### src/rtl/multicycle_controller.sv
// Multicycle RV32 control FSM: Moore strobes decoded from state plus held instruction fields.
// Latency 3-5 cycles per instruction (+ memory waits); stalls in MEM_RD/MEM_WR until mem_ready_i.
module multicycle_controller #(
  parameter int DATA_WIDTH = 32
) (
  input  logic                  clk_i,
  input  logic                  rst_i,
  input  logic [6:0]            op_i,
  input  logic [2:0]            funct3_i,
  input  logic                  funct7_5_i,
  input  logic                  eq_i,
  input  logic                  mem_ready_i,
  output logic                  ir_we_o,
  output logic                  pc_we_o,
  output logic                  reg_we_o,
  output logic                  data_mem_we_o,
  output logic [1:0]            pc_src_o,
  output logic [1:0]            result_src_o,
  output logic [3:0]            alu_control_o,
  output logic                  alu_src_o,
  output logic                  data_mem_byte_op_o,
  output logic                  instr_done_o,
  output logic                  illegal_o,
  output logic [DATA_WIDTH-1:0] instret_o
);

  typedef enum logic [3:0] {
    FETCH, DECODE, EXEC_R, EXEC_I, MEM_ADDR, MEM_RD, MEM_WR,
    WB_MEM, BRANCH, JUMP, JALR, LUI, ILLEGAL
  } state_t;

  localparam logic [6:0] OP_R      = 7'b0110011;
  localparam logic [6:0] OP_I      = 7'b0010011;
  localparam logic [6:0] OP_LOAD   = 7'b0000011;
  localparam logic [6:0] OP_STORE  = 7'b0100011;
  localparam logic [6:0] OP_BRANCH = 7'b1100011;
  localparam logic [6:0] OP_JAL    = 7'b1101111;
  localparam logic [6:0] OP_JALR   = 7'b1100111;
  localparam logic [6:0] OP_LUI    = 7'b0110111;

  localparam logic [3:0] ALU_ADD  = 4'b0000;
  localparam logic [3:0] ALU_SUB  = 4'b0001;
  localparam logic [3:0] ALU_AND  = 4'b0010;
  localparam logic [3:0] ALU_OR   = 4'b0011;
  localparam logic [3:0] ALU_XOR  = 4'b0100;
  localparam logic [3:0] ALU_SLL  = 4'b0101;
  localparam logic [3:0] ALU_SRL  = 4'b0110;
  localparam logic [3:0] ALU_SRA  = 4'b0111;
  localparam logic [3:0] ALU_SLT  = 4'b1000;
  localparam logic [3:0] ALU_SLTU = 4'b1001;

  state_t state, next_state;
  // EXEC_R/EXEC_I span two cycles: compute, then write back on the second.
  logic   exec_wb, exec_wb_next;
  logic   ir_we_c, pc_we_c, reg_we_c, dm_we_c, done_c;
  logic   is_load, mem_f3_ok, byte_sel;

  function automatic logic [3:0] alu_decode(input logic [2:0] f3, input logic f7_5,
                                            input logic allow_sub);
    case (f3)
      3'b000:  alu_decode = (allow_sub && f7_5) ? ALU_SUB : ALU_ADD;
      3'b001:  alu_decode = ALU_SLL;
      3'b010:  alu_decode = ALU_SLT;
      3'b011:  alu_decode = ALU_SLTU;
      3'b100:  alu_decode = ALU_XOR;
      3'b101:  alu_decode = f7_5 ? ALU_SRA : ALU_SRL;
      3'b110:  alu_decode = ALU_OR;
      default: alu_decode = ALU_AND;
    endcase
  endfunction

  assign is_load   = (op_i == OP_LOAD);
  assign mem_f3_ok = is_load ? (funct3_i == 3'b010 || funct3_i == 3'b100)
                             : (funct3_i == 3'b010 || funct3_i == 3'b000);
  assign byte_sel  = is_load ? (funct3_i == 3'b100) : (funct3_i == 3'b000);

  always_ff @(posedge clk_i) begin
    if (rst_i) begin
      state     <= FETCH;
      exec_wb   <= 1'b0;
      instret_o <= '0;
      illegal_o <= 1'b0;
    end else begin
      state   <= next_state;
      exec_wb <= exec_wb_next;
      if (done_c) instret_o <= instret_o + DATA_WIDTH'(1);
      if (next_state == ILLEGAL) illegal_o <= 1'b1;
    end
  end

  always_comb begin
    next_state         = state;
    exec_wb_next       = 1'b0;
    ir_we_c            = 1'b0;
    pc_we_c            = 1'b0;
    reg_we_c           = 1'b0;
    dm_we_c            = 1'b0;
    done_c             = 1'b0;
    pc_src_o           = 2'b00;
    result_src_o       = 2'b00;
    alu_control_o      = ALU_ADD;
    alu_src_o          = 1'b0;
    data_mem_byte_op_o = 1'b0;
    case (state)
      FETCH: begin
        ir_we_c    = 1'b1;
        next_state = DECODE;
      end
      DECODE: begin
        case (op_i)
          OP_R:               next_state = EXEC_R;
          OP_I:               next_state = EXEC_I;
          OP_LOAD, OP_STORE:  next_state = MEM_ADDR;
          OP_BRANCH:          next_state = BRANCH;
          OP_JAL:             next_state = JUMP;
          OP_JALR:            next_state = JALR;
          OP_LUI:             next_state = LUI;
          default:            next_state = ILLEGAL;
        endcase
      end
      EXEC_R, EXEC_I: begin
        alu_control_o = alu_decode(funct3_i, funct7_5_i, state == EXEC_R);
        alu_src_o     = (state == EXEC_I);
        if (exec_wb) begin
          reg_we_c   = 1'b1;
          pc_we_c    = 1'b1;
          done_c     = 1'b1;
          next_state = FETCH;
        end else begin
          exec_wb_next = 1'b1;
        end
      end
      MEM_ADDR: begin
        alu_src_o          = 1'b1;
        data_mem_byte_op_o = byte_sel;
        if (!mem_f3_ok)   next_state = ILLEGAL;
        else if (is_load) next_state = MEM_RD;
        else              next_state = MEM_WR;
      end
      MEM_RD: begin
        alu_src_o          = 1'b1;
        data_mem_byte_op_o = byte_sel;
        if (mem_ready_i) next_state = WB_MEM;
      end
      MEM_WR: begin
        alu_src_o          = 1'b1;
        data_mem_byte_op_o = byte_sel;
        dm_we_c            = 1'b1;
        if (mem_ready_i) begin
          pc_we_c    = 1'b1;
          done_c     = 1'b1;
          next_state = FETCH;
        end
      end
      WB_MEM: begin
        reg_we_c     = 1'b1;
        result_src_o = 2'b01;
        pc_we_c      = 1'b1;
        done_c       = 1'b1;
        next_state   = FETCH;
      end
      BRANCH: begin
        alu_control_o = ALU_SUB;
        if (funct3_i == 3'b000 || funct3_i == 3'b001) begin
          pc_we_c    = 1'b1;
          done_c     = 1'b1;
          pc_src_o   = (eq_i ^ funct3_i[0]) ? 2'b01 : 2'b00;
          next_state = FETCH;
        end else begin
          next_state = ILLEGAL;
        end
      end
      JUMP: begin
        reg_we_c     = 1'b1;
        result_src_o = 2'b10;
        pc_we_c      = 1'b1;
        pc_src_o     = 2'b01;
        done_c       = 1'b1;
        next_state   = FETCH;
      end
      JALR: begin
        alu_src_o    = 1'b1;
        reg_we_c     = 1'b1;
        result_src_o = 2'b10;
        pc_we_c      = 1'b1;
        pc_src_o     = 2'b10;
        done_c       = 1'b1;
        next_state   = FETCH;
      end
      LUI: begin
        reg_we_c     = 1'b1;
        result_src_o = 2'b11;
        pc_we_c      = 1'b1;
        done_c       = 1'b1;
        next_state   = FETCH;
      end
      ILLEGAL:  next_state = ILLEGAL;
      default:  next_state = FETCH;
    endcase
  end

  assign ir_we_o       = ir_we_c  & ~rst_i;
  assign pc_we_o       = pc_we_c  & ~rst_i;
  assign reg_we_o      = reg_we_c & ~rst_i;
  assign data_mem_we_o = dm_we_c  & ~rst_i;
  assign instr_done_o  = done_c   & ~rst_i;

endmodule

### config.mk
export PLATFORM = sky130hd
export DESIGN_NAME = multicycle_controller
export DESIGN_NICKNAME = d
export VERILOG_FILES = /design/src/rtl/multicycle_controller.sv
export SDC_FILE = /design/constraint.sdc
export NUM_CORES = 1
export LEC_CHECK = 0
export ABC_AREA = 1
export BUFFER_PORTS_ARGS = -buffer_cell sky130_fd_sc_hd__buf_2
export CORE_MARGIN = 2
export CORE_UTILIZATION = 50
export CTS_CLUSTER_DIAMETER = 50
export DETAILED_ROUTE_END_ITERATION = 8
export PLACE_DENSITY = 0.75
export SLEW_MARGIN = 20
export SYNTH_ARGS = -nofsm -noshare
export SYNTH_HDL_FRONTEND = slang
export SYNTH_SLANG_ARGS = --single-unit
### constraint.sdc
create_clock -name clk_i -period 2.7 [get_ports clk_i]
set_clock_uncertainty 0.15 [all_clocks]
set_input_delay 0.135 -clock clk_i [delete_from_list [all_inputs] [get_ports clk_i]]
set_output_delay 0.135 -clock clk_i [all_outputs]
set_load 0.05 [all_outputs]
# Word-level counts from Yosys, hierarchy flattened
# Cells that the tools add are included.
# word_totals
rom_bits	0
wordCells	80
mem_bits_rw	0
in_bits	15
output_inout_bits	48
reg_bits	38
latch_bits	0
memories	0
# op_classes
n_lt_le_gt_ge	0
n_eq_ne	27
n_mux	28
shift	0
n_bitwise	7
div	0
mul	0
n_reduce_logical	13
n_addsub	1
# ops
operator	count
one-hot mux 4 bit (7 select lines)	2
adder 32 x 1 -> 32 bit (second input constant)	1
one-hot mux 4 bit (8 select lines)	1
equality test 4 bit (second input constant)	6
equality test 7 x 6 -> 1 bit (second input constant)	3
equality test 7 bit (second input constant)	3
two-way mux 4 bit	5
equality test 4 x 3 -> 1 bit (second input constant)	4
two-way mux 1 bit	13
one-hot mux 2 bit (3 select lines)	2
equality test 3 bit (second input constant)	3
equality test 4 x 2 -> 1 bit (second input constant)	2
one-hot mux 4 bit (2 select lines)	1
OR reduction 2 bit	4
OR reduction 4 bit	2
equality test 7 x 2 -> 1 bit (second input constant)	1
equality test 7 x 5 -> 1 bit (second input constant)	1
equality test 3 x 2 -> 1 bit (second input constant)	2
bitwise AND 1 bit	4
equality test 4 x 1 -> 1 bit (second input constant)	1
zero test 4 bit	1
one-hot mux 1 bit (2 select lines)	2
one-hot mux 1 bit (4 select lines)	1
equality test 3 x 1 -> 1 bit (second input constant)	1
7 further kinds	10

# Logic depth before layout (Yosys ltp)
# logic_depth
ltp_word	6
depth_mapped	12
mapped_depth_nobuf	12

# Worst setup path after synthesis
# Ideal clock, no wire load.
# synth_timing
kind	register -> output
start	register state[2]
end	output port pc_we_o
path_stages_with_launch	10
path_slack_ps	-191
t_arrival_ps	2606
path_cell_list	dfxtp_1 -> inv_2 -> nand2_2 -> nor2_1 -> nor2_2 -> o21ai_2 -> nor2_4 -> buf_4 -> nor2_1 -> buf_4
# synth_via
elab_chain_cells	4
word_cells_on_any_way	12
cone_classes	eq/ne: 8; mux: 1; bitwise: 1; reduce/logical: 2
# synth_rtl
element	line	rtl
from (decl)	52	state_t state, next_state;
from (signal assigned)	84	state <= next_state;
equality test 4 bit (tied with other cells)	-	
OR reduction 4 bit (no source line) or OR reduction 2 bit (tied branches)	-	
one-hot mux 1 bit (4 select lines) *	-	
bitwise AND 1 bit *	-	
to (decl)	14	output logic pc_we_o,
# Mark *: on every way between the ends. The rest lies on a longest branch, timed or not.

# Worst setup path in the final report
# layout_timing
start	register state[1]
end	output port instr_done_o
# layout_via
elab_chain_cells	4
word_cells_on_any_way	12
cone_classes	eq/ne: 8; mux: 1; bitwise: 1; reduce/logical: 2
# layout_rtl
element	line	rtl
equality test 4 bit (tied with other cells)	104	case (state)
OR reduction 4 bit (no source line) or OR reduction 2 bit (tied branches)	-	
one-hot mux 1 bit (4 select lines) *	104	
bitwise AND 1 bit *	206	assign instr_done_o = done_c & ~rst_i;
to (decl)	22	output logic instr_done_o,
# Marked as above.

==> results.txt <==
In the post-route analysis, the smallest setup slack over all paths is 0.430 ns. The total power per unit cell area came out at 588 nW/um^2. The arithmetic-cell share of the synthesized area counting full adders, half adders and majority gates came out at 0.445%. The share of total power dissipated in sequential elements is 33.0%. The share of synthesized area occupied by flip-flops and latches is 27.1%. The startpoint of the worst register-to-register path is state[1]$_SDFF_PP0_. The final total negative setup slack is 0 ns. The clock-pin slew of the registers on the worst-case setup and hold paths is 0.08 ns. The hold path startpoint is rst_i. The number of placed instances with taps included is 603. The endpoint with the worst hold slack is exec_wb$_SDFF_PP0_.

Internal power comes to 1.13 mW. The clock share of power came out at 30.9%. The maximum number of pins on one net before global-route repair came out at 31. During synthesis, Yosys emitted a total of 0 warnings. The mean instance size in the synthesized netlist came out at 5.88 um^2. Tracing the worst setup path back leads to its startpoint at state[1]$_SDFF_PP0_.

Of the available clock period, the critical path in the final layout requires 84.1%. The clock latency reported for the late side of the worst-skew pair is 0.30 ns. The number of vias after detailed routing came out at 3193.

The most common cell in the synthesized netlist is nand2_1. The maximum buffer depth of the clock tree is 2. The maximum clock frequency came out at 0.441 GHz. The number of design rule violations left after detail routing came out at 0. The flow ran to the end, and the final reports show no timing, DRC or antenna violations. The number of clock sinks seen by CTS came out at 38. Of all nets on the critical path, the largest fanout is 21. The number of antenna violations at the first check in global routing came out at 0. The count of hold buffers inserted by post-cts repair came out at 0. VDD sags by at most 0.000328 V. The number of enable-type register cells in the synthesized netlist is 0. The flip-flop cell with the highest count after synthesis is dfxtp_1. The depth of the worst register-to-register path came out at 12.

In this design, the largest share of critical-path delay is due to simple AND/OR/NAND/NOR gates. The buffer and inverter count on the worst path came out at 2. The reported net switching power is 0.796 mW. Across the run, the number of max-cap violations was 0. The detailed-route wire length per cell came out at 12.0 um. The total leakage power came out at 1.44 nW.

The summed area of non-filler cells in the final layout came out at 3290 um^2. The most numerous cell type found on the critical path is nor2_1. STA classifies the critical path endpoint as an output pin.

Of the cells placed in the final design, the portion with a size suffix greater than 1 is 20.4%. The element type at the critical path start is a flop. The setup slack at placement is 0.751 ns.

The initial utilization of the core area, before any placement, comes to 51.3%. In the routed layout, each cell is associated on average with a via count of 5.23. The area of the placeable core is 5470 um^2.

The mapped netlist covers 2810 um^2. Among all stages on the critical path, the largest delay is contributed by nor2_4. Subtracting the final worst setup slack from the clock period gives 2.27 ns. The switching share of power is 41.2%. The top cell type's share of synthesized area is 27.1%. In this run, distinct cell masters in the synthesized netlist total 32.

Summing the areas of all compound-gate instances in the mapped netlist gives 10.3% of the synthesized area. After global routing the overflow that remains totals 0. The setup violation total in the final timing report is 0. After Yosys synthesis, XOR and XNOR cells account for 1.56% of the synthesized area. The main combinational cell family by area after synthesis is simple AND/OR/NAND/NOR gates. The post-cts repair resize count came out at 0. In this run the vertical extent of the chip is 79.0 um. The via count of the first global-routing pass was 2890. The congestion estimate from routability-driven global placement came to 1.03. Once detailed placement completed, the half-perimeter wirelength came to 5.63 mm. The async set-or-reset flop fraction in the synthesized netlist came out at 0%. The number of H-tree branching levels came out at 2. The number of buffers added by the clock tree synthesis step is 5. In this run the clock root is driven by a clkbuf_8. In this run the remaining antenna-violating nets after routing total 0. The depth of the worst hold-timing path came out at 2.

The number of buffers inserted by port buffering is 62. Compared with the post-synthesis result, the final layout area differs by 17.0%. The horizontal die dimension is 79.0 um.

The first-pass GRT wire length came out at 12.5 mm. By count the netlist is led by nand2_1, nor2_1, inv_1, dfxtp_1, nand3_1. The number of antenna cells inserted is 0.

The signal on the critical path passes through inv_1, nand2_2, nor2_1, nand2_1, nand2_4, nor2_4, nor2_1, buf_2. The die area is 6240 um^2. Post-CTS timing repair inserted 0 buffers for setup. The required time at the worst-slack endpoint came out at 2.41 ns. The CTS tree is done. The first TritonRoute pass finished after 5 iterations.

The measured slew at the worst slew-check pin came out at 0.544 ns. The setup check on the worst reg-to-reg path leaves a slack of 0.72 ns. The synthesized instance count is 478. Summing the areas of all and, or, nand and nor instances in the mapped netlist gives 50.8% of the synthesized area.

In this run, the combinational gates consume 36.2% of the power. The number of nets in the synthesized netlist came out at 494. Setup repair after global routing left no endpoint under its margin. The number of ports placed on the die boundary is 63. The multiplexer fraction of the synthesized cell area came out at 0%. In this run, the number of DRC markers left after iteration 0 of detailed routing was 229.

Yosys attributes the largest share of cell area to dfxtp_1, nand2_1, nor2_1, inv_1, nand3_1. Leaving out filler cells and counting taps, the final layout contains 611. After detailed placement, the total cell area comes to 3150 um^2. The register bit count reported by yosys is 38. The worst-case headroom to the max-slew limit came out at 63.7%. The critical path start-end classification is flop to output pin. The number of max-slew violations in the final report was 0. The global-route total usage across every layer is 24.5%. In this run the core area contains 27 standard-cell rows. The end of the worst register-to-register path is instret_o[12]$_SDFFE_PP0P_. The count of final hold-check violations came out at 0. The classification of the worst-slack hold path is input port to flop. The worst stage delay on the critical path came out at 0.45 ns. The most area-hungry cell type in the Yosys netlist is dfxtp_1. Data on the critical path arrives at its endpoint at 1.99 ns. The total wire length after detailed routing came out at 7.31 mm.

The net total in the final layout came out at 554.
logic make-up (layout without fill, tap and decap cells):
kind of cell               count (synthesis)  in the layout
AOI/OAI and AO/OA                         47             47
xor gates and xnor gates                   5              5
adders and majority gates                  1              1
buffers and inverters                     64            125
DFF                                       38             38
and+or+nand+nor                          323            323
metrics by stage:
| step | hold slack [ns] | power (mW) | utilization (%) |
|---|---|---|---|
| floorplan | 0.173 | 1.23 | - |
| global placement | 0.285 | 1.33 | 57.5 |
| detailed placement | 0.289 | 1.34 | 57.5 |
| CTS | 0.0497 | 1.93 | 60.1 |
| global route | 0.0726 | 2.03 | 60.1 |
| finish | 0.0507 | 1.93 | 60.1 |
final cells by class:
class | count | area [um^2]
clock buffers | 5 | 68.8
clock inverters | 3 | 68.8
fillers | 568 | 2190
inverters | 54 | 203
multi-input cells | 376 | 1780
flip-flops and latches | 38 | 761
well taps | 72 | 90.1
repair buffers | 63 | 318
how the worst max path moves through the flow:
stage | to | slack [ns] | cells after the start
after floorplan | pc_we_o | 0.06 | 9
after global placement | instret_o[20]$_SDFFE_PP0P_ | 0.80 | 10
after detailed placement | instret_o[18]$_SDFFE_PP0P_ | 0.75 | 11
after CTS | instr_done_o | 0.43 | 8
after global routing | pc_we_o | 0.27 | 8
final | instr_done_o | 0.43 | 8
layout by cell type, fill, tap and decap left out, types with 7 or more instances in the layout:
| cell type | Yosys | layout |
|---|---|---|
| nand4_1 | 7 | 7 |
| o21ai_0 | 7 | 7 |
| buf_2 | 0 | 62 |
| inv_1 | 51 | 51 |
| dfxtp_1 | 38 | 38 |
| nand2_1 | 157 | 157 |
| a21oi_1 | 19 | 19 |
| nand3_1 | 26 | 26 |
| nor3_1 | 17 | 17 |
| nor2_1 | 84 | 83 |
| a21oi_2 | 9 | 9 |
| nand2_2 | 7 | 7 |
power by group through the flow:
| stage | clock network (mW) | logic, mW | registers, mW |
|---|---|---|---|
| global route | 0.618 | 0.764 | 0.645 |
| floorplan | 0 | 0.531 | 0.696 |
| global placement | 0 | 0.687 | 0.647 |
| finish | 0.596 | 0.699 | 0.637 |
| detailed placement | 0 | 0.691 | 0.649 |
| CTS | 0.598 | 0.694 | 0.636 |
worst reg2reg max path, delay by kind of cell, from the launching register on:
| family | cells | cell delay (ns) |
|---|---|---|
| AND/OR/NAND/NOR | 9 | 1.17 |
| flip-flops | 1 | 0.35 |
| buffers and inverters | 2 | 0.17 |
| AO/OA/AOI/OAI | 1 | 0.04 |
routing by layer:
layer / up-vias / GRT usage (%) / routed length [um]
met3: 14 / 3.18 / 604
met2: 130 / 41.5 / 3360
met4: 0 / 8.62 / 106
met5: - / 0 / 0
met1: 1413 / 31.9 / 3240
li1: 1636 / - / -
registers in the layout, indices dropped and copies added, names as in the netlist:
register	cells
illegal_o	1
exec_wb	1
instret_o	32
state	4
Note: power is estimated with default switching activity, not from simulation.
